`src/rtl/cmd_decode_pkg.sv`:
```
// Shared definitions for the host command decoder: header layout, memory-request
// packing and the decoder state encoding.
package cmd_decode_pkg;

    // Header byte 0 layout and overall header length
    localparam logic [3:0]  CMD_SYNC_DEFAULT = 4'h5;
    localparam int unsigned CMD_B0_WR_BIT    = 0;
    localparam int unsigned CMD_B0_AINCR_BIT = 1;
    localparam int unsigned CMD_B0_WSIZE_LSB = 2;
    localparam int unsigned CMD_HDR_LEN      = 6;

    // Memory request word: {wr, aincr, wsize[1:0], wcount[7:0], addr[31:0]}
    localparam int unsigned MREQ_NBIT = 44;

    localparam logic [1:0] MREQ_WSIZE_VAL_1BYTE   = 2'd0;
    localparam logic [1:0] MREQ_WSIZE_VAL_2BYTE   = 2'd1;
    localparam logic [1:0] MREQ_WSIZE_VAL_4BYTE   = 2'd2;
    localparam logic [1:0] MREQ_WSIZE_VAL_INVALID = 2'd3;

    typedef enum logic [1:0] {
        StHdr0,
        StHdr1,
        StAddr,
        StIssue
    } state_t;

    function automatic logic [MREQ_NBIT-1:0] pack_mreq(
        input logic        wr,
        input logic        aincr,
        input logic [1:0]  wsize,
        input logic [7:0]  wcount,
        input logic [31:0] addr
    );
        return {wr, aincr, wsize, wcount, addr};
    endfunction

endpackage

```
`src/rtl/cmd_decode_if.sv`:
```
// Host rx stream, memory-request handshake and payload stream of the command
// decoder. Signal prefixes are relative to the decoder (master side).
interface cmd_decode_if;
    import cmd_decode_pkg::*;

    logic [7:0]           i_rx_data;
    logic                 i_rx_valid;
    logic                 o_rx_ready;

    logic                 o_mreq_valid;
    logic                 i_mreq_ready;
    logic [MREQ_NBIT-1:0] o_mreq;

    logic [7:0]           o_pl_data;
    logic                 o_pl_valid;
    logic                 i_pl_ready;

    logic                 o_err;

    // Decoder side
    modport master (
        input  i_rx_data, i_rx_valid, i_mreq_ready, i_pl_ready,
        output o_rx_ready, o_mreq_valid, o_mreq, o_pl_data, o_pl_valid, o_err
    );

    // Host / cmd_wb side
    modport slave (
        output i_rx_data, i_rx_valid, i_mreq_ready, i_pl_ready,
        input  o_rx_ready, o_mreq_valid, o_mreq, o_pl_data, o_pl_valid, o_err
    );

endinterface

```
`src/rtl/cmd_decode.sv`:
```
// Byte-stream command decoder: parses a 6-byte header into a memory request,
// forwards write payload to cmd_wb and stalls the host stream on reads until
// the request is acknowledged.
module cmd_decode
    import cmd_decode_pkg::*;
#(
    parameter logic [3:0]  CMD_SYNC    = CMD_SYNC_DEFAULT,
    parameter int unsigned HDR_TIMEOUT = 1000
) (
    input logic             i_clk,
    input logic             i_rst,
    cmd_decode_if.master    bus
);

    localparam int unsigned      CNT_W   = $clog2(HDR_TIMEOUT + 1);
    localparam logic [CNT_W-1:0] CNT_MAX = CNT_W'(HDR_TIMEOUT);

    state_t               state_q;
    logic                 live_q;
    logic                 wr_q;
    logic                 aincr_q;
    logic [1:0]           wsize_q;
    logic [7:0]           wcount_q;
    logic [23:0]          addr_lo_q;
    logic [1:0]           addr_idx_q;
    logic [CNT_W-1:0]     idle_cnt_q;
    logic                 mreq_valid_q;
    logic [MREQ_NBIT-1:0] mreq_q;
    logic                 err_q;

    logic                 rx_ready;
    logic                 rx_accept;
    logic                 pl_valid;
    logic [3:0]           b0_sync;
    logic [1:0]           b0_wsize;
    logic                 b0_bad;

    // Decode header byte 0 fields straight off the rx bus
    always_comb begin
        b0_sync  = bus.i_rx_data[7:4];
        b0_wsize = bus.i_rx_data[CMD_B0_WSIZE_LSB +: 2];
        b0_bad   = (b0_sync != CMD_SYNC) || (b0_wsize == MREQ_WSIZE_VAL_INVALID);
    end

    // Host ready and payload passthrough per state
    always_comb begin
        rx_ready = 1'b0;
        pl_valid = 1'b0;
        unique case (state_q)
            StHdr0, StHdr1, StAddr: rx_ready = live_q;
            StIssue: begin
                // Reads hold the host stream; writes hand it straight to cmd_wb
                if (wr_q) begin
                    rx_ready = bus.i_pl_ready;
                    pl_valid = bus.i_rx_valid;
                end
            end
            default: ;
        endcase
        rx_accept = rx_ready && bus.i_rx_valid;
    end

    // Header parser, request issue and inter-byte timeout
    always_ff @(posedge i_clk or posedge i_rst) begin
        if (i_rst) begin
            state_q      <= StHdr0;
            live_q       <= 1'b0;
            wr_q         <= 1'b0;
            aincr_q      <= 1'b0;
            wsize_q      <= 2'd0;
            wcount_q     <= 8'd0;
            addr_lo_q    <= 24'd0;
            addr_idx_q   <= 2'd0;
            idle_cnt_q   <= '0;
            mreq_valid_q <= 1'b0;
            mreq_q       <= '0;
            err_q        <= 1'b0;
        end else begin
            // live_q keeps the host stream stalled until the first edge out of reset
            live_q <= 1'b1;
            err_q  <= 1'b0;
            case (state_q)
                StHdr0: begin
                    idle_cnt_q <= '0;
                    if (rx_accept) begin
                        if (b0_bad) begin
                            err_q <= 1'b1;
                        end else begin
                            wr_q       <= bus.i_rx_data[CMD_B0_WR_BIT];
                            aincr_q    <= bus.i_rx_data[CMD_B0_AINCR_BIT];
                            wsize_q    <= b0_wsize;
                            addr_idx_q <= 2'd0;
                            state_q    <= StHdr1;
                        end
                    end
                end
                StHdr1, StAddr: begin
                    if (rx_accept) begin
                        idle_cnt_q <= '0;
                        if (state_q == StHdr1) begin
                            wcount_q <= bus.i_rx_data;
                            state_q  <= StAddr;
                        end else if (addr_idx_q == 2'd3) begin
                            mreq_q       <= pack_mreq(wr_q, aincr_q, wsize_q, wcount_q,
                                                      {bus.i_rx_data, addr_lo_q});
                            mreq_valid_q <= 1'b1;
                            state_q      <= StIssue;
                        end else begin
                            // Little-endian: shift in from the top, lowest byte ends at [7:0]
                            addr_lo_q  <= {bus.i_rx_data, addr_lo_q[23:8]};
                            addr_idx_q <= addr_idx_q + 2'd1;
                        end
                    end else if (idle_cnt_q == CNT_MAX) begin
                        // A byte on this same edge would have taken the branch above
                        idle_cnt_q <= '0;
                        err_q      <= 1'b1;
                        state_q    <= StHdr0;
                    end else begin
                        idle_cnt_q <= idle_cnt_q + CNT_W'(1);
                    end
                end
                StIssue: begin
                    idle_cnt_q <= '0;
                    if (mreq_valid_q && bus.i_mreq_ready) begin
                        mreq_valid_q <= 1'b0;
                        state_q      <= StHdr0;
                    end
                end
                default: state_q <= StHdr0;
            endcase
        end
    end

    assign bus.o_rx_ready   = rx_ready;
    assign bus.o_pl_data    = bus.i_rx_data;
    assign bus.o_pl_valid   = pl_valid;
    assign bus.o_mreq_valid = mreq_valid_q;
    assign bus.o_mreq       = mreq_q;
    assign bus.o_err        = err_q;

endmodule
```
`src/flat_wrapper.sv`:
```
// flat-port wrapper written by rule: the top's interface ports become plain ports
module cmd_decode_flat import cmd_decode_pkg::*;
#(
    parameter logic [3:0]  CMD_SYNC    = CMD_SYNC_DEFAULT,
    parameter int unsigned HDR_TIMEOUT = 1000
)
  (i_clk, i_rst, bus_i_rx_data, bus_i_rx_valid, bus_i_mreq_ready, bus_i_pl_ready, bus_o_rx_ready, bus_o_mreq_valid, bus_o_mreq, bus_o_pl_data, bus_o_pl_valid, bus_o_err);
  cmd_decode_if bus_i ();
  input logic i_clk;
  input logic i_rst;
  input wire logic [$bits(bus_i.i_rx_data)-1:0] bus_i_rx_data;
  input wire logic [$bits(bus_i.i_rx_valid)-1:0] bus_i_rx_valid;
  input wire logic [$bits(bus_i.i_mreq_ready)-1:0] bus_i_mreq_ready;
  input wire logic [$bits(bus_i.i_pl_ready)-1:0] bus_i_pl_ready;
  output wire logic [$bits(bus_i.o_rx_ready)-1:0] bus_o_rx_ready;
  output wire logic [$bits(bus_i.o_mreq_valid)-1:0] bus_o_mreq_valid;
  output wire logic [$bits(bus_i.o_mreq)-1:0] bus_o_mreq;
  output wire logic [$bits(bus_i.o_pl_data)-1:0] bus_o_pl_data;
  output wire logic [$bits(bus_i.o_pl_valid)-1:0] bus_o_pl_valid;
  output wire logic [$bits(bus_i.o_err)-1:0] bus_o_err;
  assign bus_i.i_rx_data = bus_i_rx_data;
  assign bus_i.i_rx_valid = bus_i_rx_valid;
  assign bus_i.i_mreq_ready = bus_i_mreq_ready;
  assign bus_i.i_pl_ready = bus_i_pl_ready;
  assign bus_o_rx_ready = bus_i.o_rx_ready;
  assign bus_o_mreq_valid = bus_i.o_mreq_valid;
  assign bus_o_mreq = bus_i.o_mreq;
  assign bus_o_pl_data = bus_i.o_pl_data;
  assign bus_o_pl_valid = bus_i.o_pl_valid;
  assign bus_o_err = bus_i.o_err;
  cmd_decode #(.CMD_SYNC(CMD_SYNC), .HDR_TIMEOUT(HDR_TIMEOUT)) u_core (.i_clk(i_clk), .i_rst(i_rst), .bus(bus_i));
endmodule
```
`config.mk`:
```
export PLATFORM = sky130hd
export DESIGN_NAME = cmd_decode_flat
export DESIGN_NICKNAME = d
export VERILOG_FILES = /design/src/rtl/cmd_decode_pkg.sv /design/src/rtl/cmd_decode_if.sv /design/src/rtl/cmd_decode.sv /design/src/flat_wrapper.sv
export SDC_FILE = /design/constraint.sdc
export NUM_CORES = 1
export LEC_CHECK = 0
export ABC_AREA = 1
export CAP_MARGIN = 20
export CORE_MARGIN = 10
export CORE_UTILIZATION = 43
export DETAILED_ROUTE_END_ITERATION = 6
export HOLD_SLACK_MARGIN = 0.06
export PLACE_DENSITY = 0.68
export SLEW_MARGIN = 0
export SYNTH_ARGS = -nofsm -noshare
export SYNTH_HDL_FRONTEND = slang
export SYNTH_SLANG_ARGS = --single-unit
export TNS_END_PERCENT = 5
```
`constraint.sdc`:
```
create_clock -name i_clk -period 7.3 [get_ports i_clk]
set_input_delay 1.825 -clock i_clk [delete_from_list [all_inputs] [get_ports i_clk]]
set_output_delay 1.825 -clock i_clk [all_outputs]
set_load 0.01 [all_outputs]
```
# ---- Yosys cells after proc, flatten, opt, wreduce, memory -nomap -nowiden
# Index checks and enable logic that the tools add are counted.
dict set report word_totals {
  reg_bits 97
  in_bits 13
  output_inout_bits 56
  wordCells 80
}
dict set report classes {
  addsub 2
  n_eq_ne 16
  n_mux 31
  bitwise_logic 3
  n_reduce_logical 16
}
# cell count
set ops {}
lappend ops {{$mux 2} 12}
lappend ops {{$mux 10} 2}
lappend ops {{$pmux 10 s2} 1}
lappend ops {{$mux 1} 11}
lappend ops {{$add 10x1->10 const B} 1}
lappend ops {{$eq 10x10->1 const B} 1}
lappend ops {{$reduce_and 5->1} 2}
lappend ops {{$eq 2x2->1 const B} 4}
lappend ops {{$ne 2x1->1 const B} 4}
lappend ops {{$reduce_and 4->1} 2}
lappend ops {{$ne 2x2->1 const B} 3}
lappend ops {{$pmux 1 s2} 3}
lappend ops {{$pmux 2 s3} 1}
lappend ops {{$reduce_and 3->1} 2}
lappend ops {{$reduce_and 6->1} 1}
lappend ops {{$ne 4x3->1 const B} 1}
lappend ops {{$ne 4x4->1 const B} 1}
lappend ops {{$pmux 2 s2} 1}
lappend ops {{$reduce_bool 2->1} 2}
lappend ops {{$reduce_or 2->1} 2}
lappend ops {{$ne 3x1->1 const B} 1}
lappend ops {{$not 1->1} 3}
lappend ops {{$reduce_or 3->1} 1}
lappend ops {{$add 2x1->2 const B} 1}
lappend ops {{other kinds (4)} 5}

# ---- Depth between registers and ports, before layout
dict set report depth {
  word_depth 6
  depth_mapped 11
  depth_no_buf 10
}

# ---- Worst setup path after synthesis
# No wires, ideal clock.
dict set report synth_path {
  path_type {input -> output}
  start {in bus_i_rx_valid}
  end {out bus_o_pl_valid}
  arrival_time_ns 2.025
  t_required_ns 5.475
  slack_ns 3.450
  cell_stages 2
  n_path_buf 0
  cell_sequence {nand2_1 -> nor2_1}
}
dict set report synth_between {
  elab_chain_len 2
}
# item line_no
set synth_rtl {}
lappend synth_rtl {{start, declared} flat_wrapper.sv:12} ;# input wire logic [$bits(bus_i.i_rx_valid)-1:0] bus_i_rx_valid;
lappend synth_rtl {{$mux 1} cmd_decode.sv:53} ;# if (wr_q) begin
lappend synth_rtl {{$mux 1} cmd_decode.sv:49} ;# unique case (state_q)
lappend synth_rtl {{end, declared} flat_wrapper.sv:19} ;# output wire logic [$bits(bus_i.o_pl_valid)-1:0] bus_o_pl_valid;
# Every way passes these cells.

# ---- Final worst setup path
# Same ends and word-level chain as after synthesis.

==> impl_results.md <==
- Status: complete, no violations
- Slew Viols, Final: 0
- Sw frac: between 30% and 40%
- CP max stage cell: clkdlybuf4s50_1
- Dpl cells: 631
- Crit path capture type: primary output
- Commonest non-fill, non-tap cell in the layout: nand2_1
- Setup TNS Final: 0 ps
- Achievable frequency: 203.1 MHz
- Finished Layout Cells: between 600 and 700
- Asr flop ratio synth: 100.0%
- P per Cell Area: around 270 mW/mm2
- Clock Latency Late Sink: 350 ps
- Slew @ Worst Pin: about 940 ps
- Yosys top cell by area: dfrtp_1
- Main flop type after synthesis: dfrtp_1
- Die width: 118.1 um
- Clock Power Share: between 20% and 30%
- Peak supply drop: 0.1090 mV
- Vias: 3011
- Clock sink count: 97
- Die height: 118.1 um
- Clock skew: a little over 9 ps
- Crit-path most repeated cell: clkdlybuf4s50_1
- Fin util: between 50% and 60%
- Crit path DAT: 3100 ps
- Final net count: between 500 and 600
- Detailed placer's ending HPWL: 6025 um
- Top post-synthesis cells by area: dfrtp_1, nand2_1, o21ai_0, inv_1, o21ai_1
- CP Class: in2out
- Flop pwr share: 51.8%
- FP Rows: 35
- Fillers: 899
- CTS clk-pin slew, worst paths: about 90 ps
- Vias per inst: 4.654
- Cells along the critical path: clkdlybuf4s50_1 -> nand2_1 -> nor2_1 -> clkdlybuf4s50_1
- Commonest cells after routing, fill and taps aside: nand2_1, dfrtp_1, clkdlybuf4s50_1
- Register area share after synthesis: 58.65%
- Full die area: between 0.01 and 0.015 mm2
- Post-CTS Setup Inserts: 0
- IO Count: about 70
- # H-tree levels: 3
- Cell count after synthesis: 457
- Yosys warns: 0
- Max incr delay on CP: 550 ps
- Area grow syn2layout: 22.16%
- Port Buffers: 68
- CTS Buf Count: 9
- Worst setup SP type: input port
- Root buf cell: clkbuf_8
- FF-to-FF path depth: 7
- Cell Area, Synth: just over 0.004 mm2
- Vias in the first global route: 2980
- Initial Utilization: 44.37%
- Sequential Area: about 0.0024 mm2
- Final WL: around 8400 um
- P_sw: 0.0004080 W
- Final ANT Viol Nets: 0
- Drt drc: 0
- Gpl congestion: 0.8408
- Tmin final: 4924 ps
- Mean Syn Cell Area: 9.057 um2
- Worst Path Required: 5480 ps
- Post-CTS Hold Buffers: 0
- Multi-input logic area: 0.001292 mm2
- P_int: approximately 0.00094 W
- Ant diodes: 0
- Leak: between 2 and 2.5 nW
- Hold depth: 2
- Crit-path max FO: 3
- Worst hold path type: reg2reg
- Bufs on Longest Clock Path: 2
- CTS tree: built
- Rel. slew slack: between 30% and 40%
- Share of cells above drive strength 1: roughly 5.2%
- Synth top area share: between 50% and 60%
- WL/cell: approximately 13 um
- Syn Nets: between 400 and 500
- Setup violators final: 0
- Antenna violations before repair: 0
- GRT Total Usage: about an eighth
- CTS resizes: 0
- Hold Vio Cnt, Final: 0
- #FFs+latches synth: between 90 and 100
- Number of synthesized flops with an enable pin: 0
- Drt first-iter violations: 208
- Largest net degree at the start of global routing: 89
- Logic gate share of total power: a little under 20%
- CORE AREA: 0.009328 mm2
- RSZ-0062 raised after global routing: false
- First-pass GRT wire length: 14630 um
- Tcrit/Tclk final: 67.46%
- Max-Cap Viols: 0
- Drt first pass iters: 4
- Grt total ovfl: 0
- Synth cell types: 22
==> sequential cells by signal (all words and copies together), names as in the netlist <==
signal	count
u_core.addr_lo_q	24
u_core.wr_q	1
u_core.wcount_q	8
u_core.state_q	2
u_core.bus.o_mreq	44
u_core.bus.o_err	1
u_core.wsize_q	2
u_core.idle_cnt_q	10
u_core.aincr_q	1
u_core.bus.o_mreq_valid	1
u_core.addr_idx_q	2
u_core.live_q	1
==> stage by stage <==
stage / setup WS (ps) / hold WS, ps / area (um2) / power, W
detailed placement: 2355 / 469.3 / 4835 / 0.0009831
global route: 2260 / 511.1 / 5056 / 0.001452
finish: 2376 / 486.9 / 5056 / 0.001351
global placement: 2407 / 466.2 / 4835 / 0.0009714
CTS: 2359 / 492.5 / 5056 / 0.001365
floorplan: 2941 / 453.0 / 4139 / 0.0009030
==> layout make-up <==
| cell class | instances | share of cell area, % |
|---|---|---|
| sequential | 97 | 48.01 |
| multi-input combinational | 267 | 25.56 |
| timing repair buffer | 70 | 13.76 |
| inverter | 68 | 5.098 |
| tap | 129 | 3.192 |
| clock buffer | 12 | 2.871 |
| clock inverter | 4 | 1.510 |
==> power groups by stage <==
stage	logic (W)	registers, W	clock network (W)
floorplan	0.000206	0.000697	0
global placement	0.000265	0.000706	0
detailed placement	0.000273	0.000710	0
CTS	0.000275	0.000700	0.000390
global route	0.000325	0.000716	0.000411
finish	0.000269	0.000700	0.000381
==> cells in the mapped netlist, types with 3 or more instances <==
| cell type | number |
|---|---|
| nand2_1 | 115 |
| clkbuf_1 | 4 |
| buf_6 | 3 |
| o21ai_2 | 4 |
| buf_2 | 8 |
| dfrtp_1 | 97 |
| o21ai_0 | 55 |
| ha_1 | 9 |
| inv_1 | 66 |
| nor3_1 | 5 |
| nor2_1 | 23 |
| o21ai_1 | 27 |
| nor3b_1 | 4 |
| nand3_1 | 13 |
| a21oi_1 | 3 |
| buf_4 | 10 |
==> worst paths after layout <==
kind	from	end	slack (ps)
max in group asynchronous	i_rst	u_core.bus.o_mreq[2]	4330
worst max register to register	u_core.state_q[1]	u_core.bus.o_mreq[22]	4930
worst min-delay path	u_core.bus.o_mreq[36]	u_core.bus.o_mreq[36]	490
worst max-delay path	bus_i_rx_valid	bus_o_pl_valid	2380
worst min register to register	u_core.bus.o_mreq[36]	u_core.bus.o_mreq[36]	490
min in group asynchronous	i_rst	u_core.addr_lo_q[14]	1760
==> layer usage <==
| layer | up-vias | routed length, um | track usage (%) |
|---|---|---|---|
| met5 | - | 0 | 0 |
| met4 | 0 | 101 | 4.405 |
| met3 | 10 | 558 | 4.221 |
| met2 | 65 | 3908 | 19.54 |
| met1 | 1409 | 3836 | 15.83 |
| li1 | 1527 | - | - |
==> logic make-up after synthesis <==
logic type                 after synthesis  share of synthesized area (%)
AOI/OAI and AO/OA                       89                          11.12
adders and majority gates                9                          2.721
xor gates and xnor gates                 2                         0.4233
DFF                                     97                          58.65
and+or+nand+nor                        166                          16.87
buffers and inverters                   93                          10.13
other                                    1                        0.09060
==> critical path, delay by kind of cell <==
kind	cells	cell delay (ps)
buf+inv	2	1090
simple gates	2	180
Power figures use the tool's default switching activity.
